$ cat src/rtl/burst_port_scheduler_4_pkg.sv
// Shared types and helpers for the four-requester burst read-port scheduler.
package burst_port_scheduler_4_pkg;

    localparam int NUM_REQ = 4;

    typedef enum logic [1:0] {
        ST_IDLE  = 2'd0,
        ST_BURST = 2'd1,
        ST_GAP   = 2'd2
    } state_t;

    // Low bit position of slice idx inside a flattened bus of width-sized fields.
    function automatic int slice_lo(input int idx, input int width);
        return idx * width;
    endfunction

endpackage

$ cat src/rtl/burst_port_scheduler_4_rr_select.sv
// Combinational round-robin picker: first set req bit after the last winner.
module rr_select_4
    import burst_port_scheduler_4_pkg::*;
(
    input  logic [3:0] req,
    input  logic [1:0] last,
    output logic [3:0] winner,
    output logic [1:0] win_idx
);

    logic [1:0] cand [NUM_REQ];
    logic       found;

    // cand[0] is the highest-priority position (last+1), cand[3] wraps back to last.
    for (genvar gi = 0; gi < NUM_REQ; gi++) begin : g_cand
        assign cand[gi] = last + 2'(gi + 1);
    end

    always_comb begin
        winner  = '0;
        win_idx = last;
        found   = 1'b0;
        for (int i = 0; i < NUM_REQ; i++) begin
            if (!found && req[cand[i]]) begin
                found           = 1'b1;
                win_idx         = cand[i];
                winner[cand[i]] = 1'b1;
            end
        end
    end

endmodule

$ cat src/rtl/burst_port_scheduler_4.sv
// Round-robin owner of one buffer read port; replays each granted burst as an address/enable stream.
module burst_port_scheduler_4
    import burst_port_scheduler_4_pkg::*;
#(
    parameter int ADDR_W = 10,
    parameter int LEN_W  = 6
) (
    input  logic                        clk,
    input  logic                        rst,
    input  logic [3:0]                  req,
    input  logic [NUM_REQ*ADDR_W-1:0]   base_addr,
    input  logic [NUM_REQ*LEN_W-1:0]    len,
    output logic [3:0]                  grant,
    output logic                        mem_en,
    output logic [ADDR_W-1:0]           mem_addr,
    output logic                        mem_last,
    output logic [3:0]                  done,
    output logic                        busy
);

    logic [ADDR_W-1:0] base_arr [NUM_REQ];
    logic [LEN_W-1:0]  len_arr  [NUM_REQ];

    for (genvar gi = 0; gi < NUM_REQ; gi++) begin : g_unpack
        assign base_arr[gi] = base_addr[slice_lo(gi, ADDR_W) +: ADDR_W];
        assign len_arr[gi]  = len[slice_lo(gi, LEN_W) +: LEN_W];
    end

    logic [3:0] winner;
    logic [1:0] win_idx;

    state_t            state_reg, state_next;
    logic [1:0]        last_reg, last_next;
    logic [LEN_W-1:0]  beat_reg, beat_next;
    logic [LEN_W-1:0]  len_reg, len_next;
    logic [3:0]        owner_reg, owner_next;
    logic [ADDR_W-1:0] addr_reg, addr_next;
    logic [3:0]        grant_reg, grant_next;
    logic              en_reg, en_next;
    logic              final_reg, final_next;
    logic [3:0]        done_reg, done_next;
    logic              busy_reg, busy_next;
    logic [LEN_W-1:0]  beat_inc;

    rr_select_4 u_rr_select (
        .req     (req),
        .last    (last_reg),
        .winner  (winner),
        .win_idx (win_idx)
    );

    assign beat_inc = beat_reg + LEN_W'(1);

    always_comb begin
        state_next = state_reg;
        last_next  = last_reg;
        beat_next  = beat_reg;
        len_next   = len_reg;
        owner_next = owner_reg;
        addr_next  = addr_reg;
        grant_next = grant_reg;
        en_next    = en_reg;
        final_next = final_reg;
        done_next  = '0;

        case (state_reg)
            ST_IDLE: begin
                grant_next = '0;
                en_next    = 1'b0;
                final_next = 1'b0;
                if (req != '0) begin
                    last_next  = win_idx;
                    owner_next = winner;
                    len_next   = len_arr[win_idx];
                    beat_next  = '0;
                    if (len_arr[win_idx] != '0) begin
                        state_next = ST_BURST;
                        addr_next  = base_arr[win_idx];
                        grant_next = winner;
                        en_next    = 1'b1;
                        final_next = (len_arr[win_idx] == LEN_W'(1));
                    end else begin
                        // Empty burst: skip the port entirely and just acknowledge.
                        state_next = ST_GAP;
                        done_next  = winner;
                    end
                end
            end
            ST_BURST: begin
                if (beat_reg == len_reg - LEN_W'(1)) begin
                    state_next = ST_GAP;
                    grant_next = '0;
                    en_next    = 1'b0;
                    final_next = 1'b0;
                    done_next  = owner_reg;
                end else begin
                    beat_next  = beat_inc;
                    addr_next  = addr_reg + ADDR_W'(1);
                    final_next = (beat_inc == len_reg - LEN_W'(1));
                end
            end
            ST_GAP: begin
                state_next = ST_IDLE;
            end
            default: begin
                state_next = ST_IDLE;
                grant_next = '0;
                en_next    = 1'b0;
                final_next = 1'b0;
            end
        endcase

        busy_next = (state_next != ST_IDLE);
    end

    always_ff @(posedge clk) begin
        if (rst) begin
            state_reg <= ST_IDLE;
            last_reg  <= 2'd3;
            beat_reg  <= '0;
            len_reg   <= '0;
            owner_reg <= '0;
            addr_reg  <= '0;
            grant_reg <= '0;
            en_reg    <= 1'b0;
            final_reg <= 1'b0;
            done_reg  <= '0;
            busy_reg  <= 1'b0;
        end else begin
            state_reg <= state_next;
            last_reg  <= last_next;
            beat_reg  <= beat_next;
            len_reg   <= len_next;
            owner_reg <= owner_next;
            addr_reg  <= addr_next;
            grant_reg <= grant_next;
            en_reg    <= en_next;
            final_reg <= final_next;
            done_reg  <= done_next;
            busy_reg  <= busy_next;
        end
    end

    assign grant    = grant_reg;
    assign mem_en   = en_reg;
    assign mem_addr = addr_reg;
    assign mem_last = final_reg;
    assign done     = done_reg;
    assign busy     = busy_reg;

endmodule

$ cat config.mk
export PLATFORM = sky130hd
export DESIGN_NAME = burst_port_scheduler_4
export DESIGN_NICKNAME = d
export VERILOG_FILES = /design/src/rtl/burst_port_scheduler_4_pkg.sv /design/src/rtl/burst_port_scheduler_4_rr_select.sv /design/src/rtl/burst_port_scheduler_4.sv
export SDC_FILE = /design/constraint.sdc
export NUM_CORES = 1
export LEC_CHECK = 0
export CAP_MARGIN = 10
export CORE_ASPECT_RATIO = 0.7
export CORE_MARGIN = 1.5
export CORE_UTILIZATION = 47
export DETAILED_ROUTE_END_ITERATION = 8
export PLACE_DENSITY_LB_ADDON = 0.05
export RECOVER_POWER = 50
export SLEW_MARGIN = 10
export SYNTH_ARGS = -nofsm -noshare
export SYNTH_HDL_FRONTEND = slang
export SYNTH_SLANG_ARGS = --single-unit
$ cat constraint.sdc
create_clock -name clk -period 4.4 [get_ports clk]
set_input_delay 0.88 -clock clk [delete_from_list [all_inputs] [get_ports clk]]
set_output_delay 0.88 -clock clk [all_outputs]
set_load 0.01 [all_outputs]
==> impl_summary.md <==
Run status
The run finished with clean final reports.

Placement
At the end of routability-driven placement, the weighted congestion stood at 0.9049. The placed instances occupy a cell area of 4085 um2. In this run the tool buffered the top-level ports with 90 buffer cells. Once detailed placement completed, the half-perimeter wirelength came to 6.840 mm. Including well taps, the total number of placed cells is 524.

Yosys
The commonest register cell after synthesis is dfxtp_1. The library cell with the largest summed area after synthesis is dfxtp_1. During synthesis, Yosys emitted a total of 0 warnings. Ranked by total cell area, the synthesized netlist is headed by dfxtp_1, mux2i_1, mux4_2.

The share of flip-flops with an asynchronous set or reset is 0%. After synthesis, the largest area contributor takes up 26.51% of total cell area. Summing the sequential cell areas from Yosys gives 26.51% of the chip area.

The post-synthesis net count is 448. Synthesis produced 367 cells. After synthesis the netlist holds a flip-flop and latch count of 41.

The post-synth design cell area is 3097 um2. The mean instance size in the synthesized netlist is 8.438 um2. The count of unique library cells instantiated by Yosys is 58.

The number of synthesized flops with an enable pin is 0.

Layout
The sequential cells in the finished layout cover a total of 820.8 um2. The synthesis-to-layout area growth is 35.56%. Cells with a size suffix above 1 make up 8.811% of the layout. The multi-input combinational cells in the finished layout cover a total of 2150 um2. The number of flip-flops in the largest register is 10. Leaving out fill and tap cells, the most frequent cell in the layout is clkdlybuf4s50_1. The antenna diode count is 0. After routing the design area is 4198 um2. Cells fill 66.57% of the core in the end.

Leaving out fill and tap cells, the most frequent cells in the layout are clkdlybuf4s50_1, dfxtp_1, nand2_1. The number of nets in the final layout is 534. The final instance count without filler cells is 532.

The number of fill cells is 524.

Power
Net switching is 44.36% of the power. The net switching power figure is 1.227 mW. IR analysis of the VDD net gives a maximum drop of 0.3504 mV.

The part of the power in the clock network is 11.6%. In this run the power density over the cells is 659.0 nW/um2. In this run the static leakage power is 1.662 nW. The proportion of power drawn by combinational gates is 67.0%. Sequential cells burn 21.4% of the power. Cell internal power was estimated by the tool at 1.539 mW. Overall power consumption after layout is estimated at 2.766 mW.

Critical path
STA classifies the critical path endpoint as a register. For the worst setup path, the data arrival time is 4.25 ns. The critical path starts at req[0]. The path type of the worst setup path is input pin to register. The startpoint identified for the worst register-to-register timing path is last_reg[0]$_SDFFE_PP1P_. Of all nets on the critical path, the largest fanout is 15. At the worst endpoint, the required time is 4.62 ns. Counting cells, the worst reg-to-reg path comes to 13. Following the worst setup path forward leads to its endpoint at mem_addr[0]$_SDFFE_PP0P_. The reg-to-reg setup timing slack is 0.49 ns. The end of the worst register-to-register path is mem_addr[0]$_SDFFE_PP0P_. The worst setup path is launched from an input pin.

GRT
The initial antenna violation count is 0. The number of global-route vias before repair is 3,013. The pin count of the biggest net entering global routing is 39.

Global routing consumed, over all layers together, 25.53% of the routing resources. The first global-routing pass estimated 14.47 mm of wire. For this run the aggregate overflow at the end of global routing stands at 0.

Clock tree
The clock tree from TritonCTS is done. The insertion delay of the later-clocked pin in the worst-skew pair is 0.29 ns. TritonCTS created 5 clock buffers. The clock transition at the register clock pins on the worst setup and hold paths after CTS is 0.08 ns.

The tree is rooted in a clkbuf_8. In this run, post-CTS hold repair placed 0 buffers. Buffers added to address setup during post-CTS repair amount to 0. The post-cts repair resize count is 0.

The total clock sinks is 41. The number of levels in the clock H-tree is 2. No sink is reached through more buffers than the 2 on the longest clock path.

Route
The average vias per placed instance is 5.902. The highest layer touched by signal routing is met4. In the detailed route, the total length drawn on met3 is 587 um. Dividing the detail-routed wire length by the instance count gives 16.60 um. In the routed design, unresolved DRC markers number 0. The vias after detailed routing is 3,140. For this block, the routed nets add up to 8.829 mm of wire. The total iterations of the first detailed-routing run is 5.

For this block, the initial DRC count from the detailed router was 253. Once detail routing completed, the nets flagged for antenna violations numbered 0. For this block, wires on met1 add up to 4.201 mm. The sum of met2 wire segment lengths after detailed routing is 3.917 mm.

STA
Setup violations remaining at the end of the flow were counted as 0. At the pin with the least slew margin, the transition time is 1.123 ns. The routed design could run at a clock period as short as 4.032 ns. After layout, the worst path uses 91.64% of the clock period.

The hold violation count in the final report is 0. The setup clock skew after layout is 0.003495 ns. For the final routed database, the setup TNS stands at 0 ns. The peak clock frequency supported by timing is 248.0 MHz. The relative slew slack is 23.19%. The number of max-slew violations in the final report came to 0. Setup repair after global routing left no endpoint under its margin.

Floorplan
The floorplan step set the die height to 70.92 um. The number of cell rows is 24. The floorplan core area is 6306 um2. The width of the die is 100.0 um. The number of top-level design ports is 91. For this configuration, the core starts out at a cell density of 49.11%.

The overall die area is 7093 um2.

Run
Across the run, the number of max-cap violations was 0.

Min path
In this run the worst hold path is classified as register to register.
==> worst max-delay path, cell delays in order <==
cell and delay, ns:
dlygate4sd3_1 0.66, mux4_2 0.64, nor3b_4 0.40, nor4_1 0.15
a21oi_4 0.22, buf_4 0.24, buf_4 0.29, mux2i_1 0.15
a221oi_1 0.36, nand2_1 0.09, o221ai_1 0.17
==> layout make-up <==
class	instances	share of cell area [%]
clock buffers	6	1.967
well taps	78	2.325
multi-input cells	295	51.21
clock inverters	2	0.8942
flip-flops and latches	41	19.55
repair buffers	101	23.25
inverters	9	0.8048
==> cell usage after synthesis, drive strengths merged, types with 2 or more instances <==
| library cell | instances |
|---|---|
| a22oi | 8 |
| nor2 | 30 |
| mux2i | 23 |
| a21boi | 4 |
| nand3 | 10 |
| a222oi | 5 |
| a221oi | 2 |
| nand2 | 37 |
| nor3 | 16 |
| xor2 | 7 |
| clkbuf | 13 |
| nor4 | 3 |
| a211o | 2 |
| mux2 | 3 |
| mux4 | 10 |
| ha | 11 |
| buf | 9 |
| a21oi | 23 |
| a2bb2oi | 2 |
| o22ai | 5 |
| xnor2 | 15 |
| and3 | 5 |
| o211ai | 6 |
| inv | 8 |
| or2 | 2 |
| dfxtp | 41 |
| nand2b | 13 |
| o21ai | 15 |
| nor2b | 6 |
| or4 | 3 |
| nor3b | 2 |
| a22o | 4 |
| or3b | 2 |
| a211oi | 6 |
==> power groups by stage <==
stage               logic (mW)  registers (mW)  clock network, mW
floorplan                 1.34           0.614                  0
global placement          1.81           0.599                  0
detailed placement        1.85           0.602                  0
CTS                       1.86           0.594              0.326
global route              2.01           0.610              0.344
finish                    1.85           0.591              0.321
==> kinds of logic after synthesis <==
family | count (synthesis) | synth area share [%]
AOI/OAI and AO/OA | 92 | 20.69
xor gates and xnor gates | 22 | 6.222
adders and majority gates | 11 | 4.444
buffers and inverters | 31 | 4.444
DFF | 41 | 26.51
muxes | 36 | 15.80
and+or+nand+nor | 134 | 21.90
==> through the flow <==
stage	hold WS, ns	setup WS [ns]
floorplan	0.4257	0.7732
global placement	0.4451	0.3621
detailed placement	0.4478	0.1717
CTS	0.4592	0.4783
global route	0.4830	0.2652
finish	0.4509	0.3677
==> worst min-delay path by stage <==
stage | startpoint | end | slack, ns | depth (start not counted)
floorplan | owner_reg[3]$_SDFFE_PP0P_ | done[3]$_SDFF_PP0_ | 0.43 | 2
global placement | owner_reg[3]$_SDFFE_PP0P_ | done[3]$_SDFF_PP0_ | 0.45 | 2
detailed placement | owner_reg[1]$_SDFFE_PP0P_ | done[1]$_SDFF_PP0_ | 0.45 | 2
CTS | owner_reg[1]$_SDFFE_PP0P_ | done[1]$_SDFF_PP0_ | 0.46 | 2
global route | owner_reg[1]$_SDFFE_PP0P_ | done[1]$_SDFF_PP0_ | 0.48 | 2
finish | owner_reg[1]$_SDFFE_PP0P_ | done[1]$_SDFF_PP0_ | 0.45 | 2
==> routing by layer <==
layer	global-route usage, %	up-vias
met3	5.336	12
met4	7.199	0
li1	-	1528
met1	36.65	1461
met5	0	-
met2	38.93	139
Note: power is estimated with default switching activity, not from simulation.
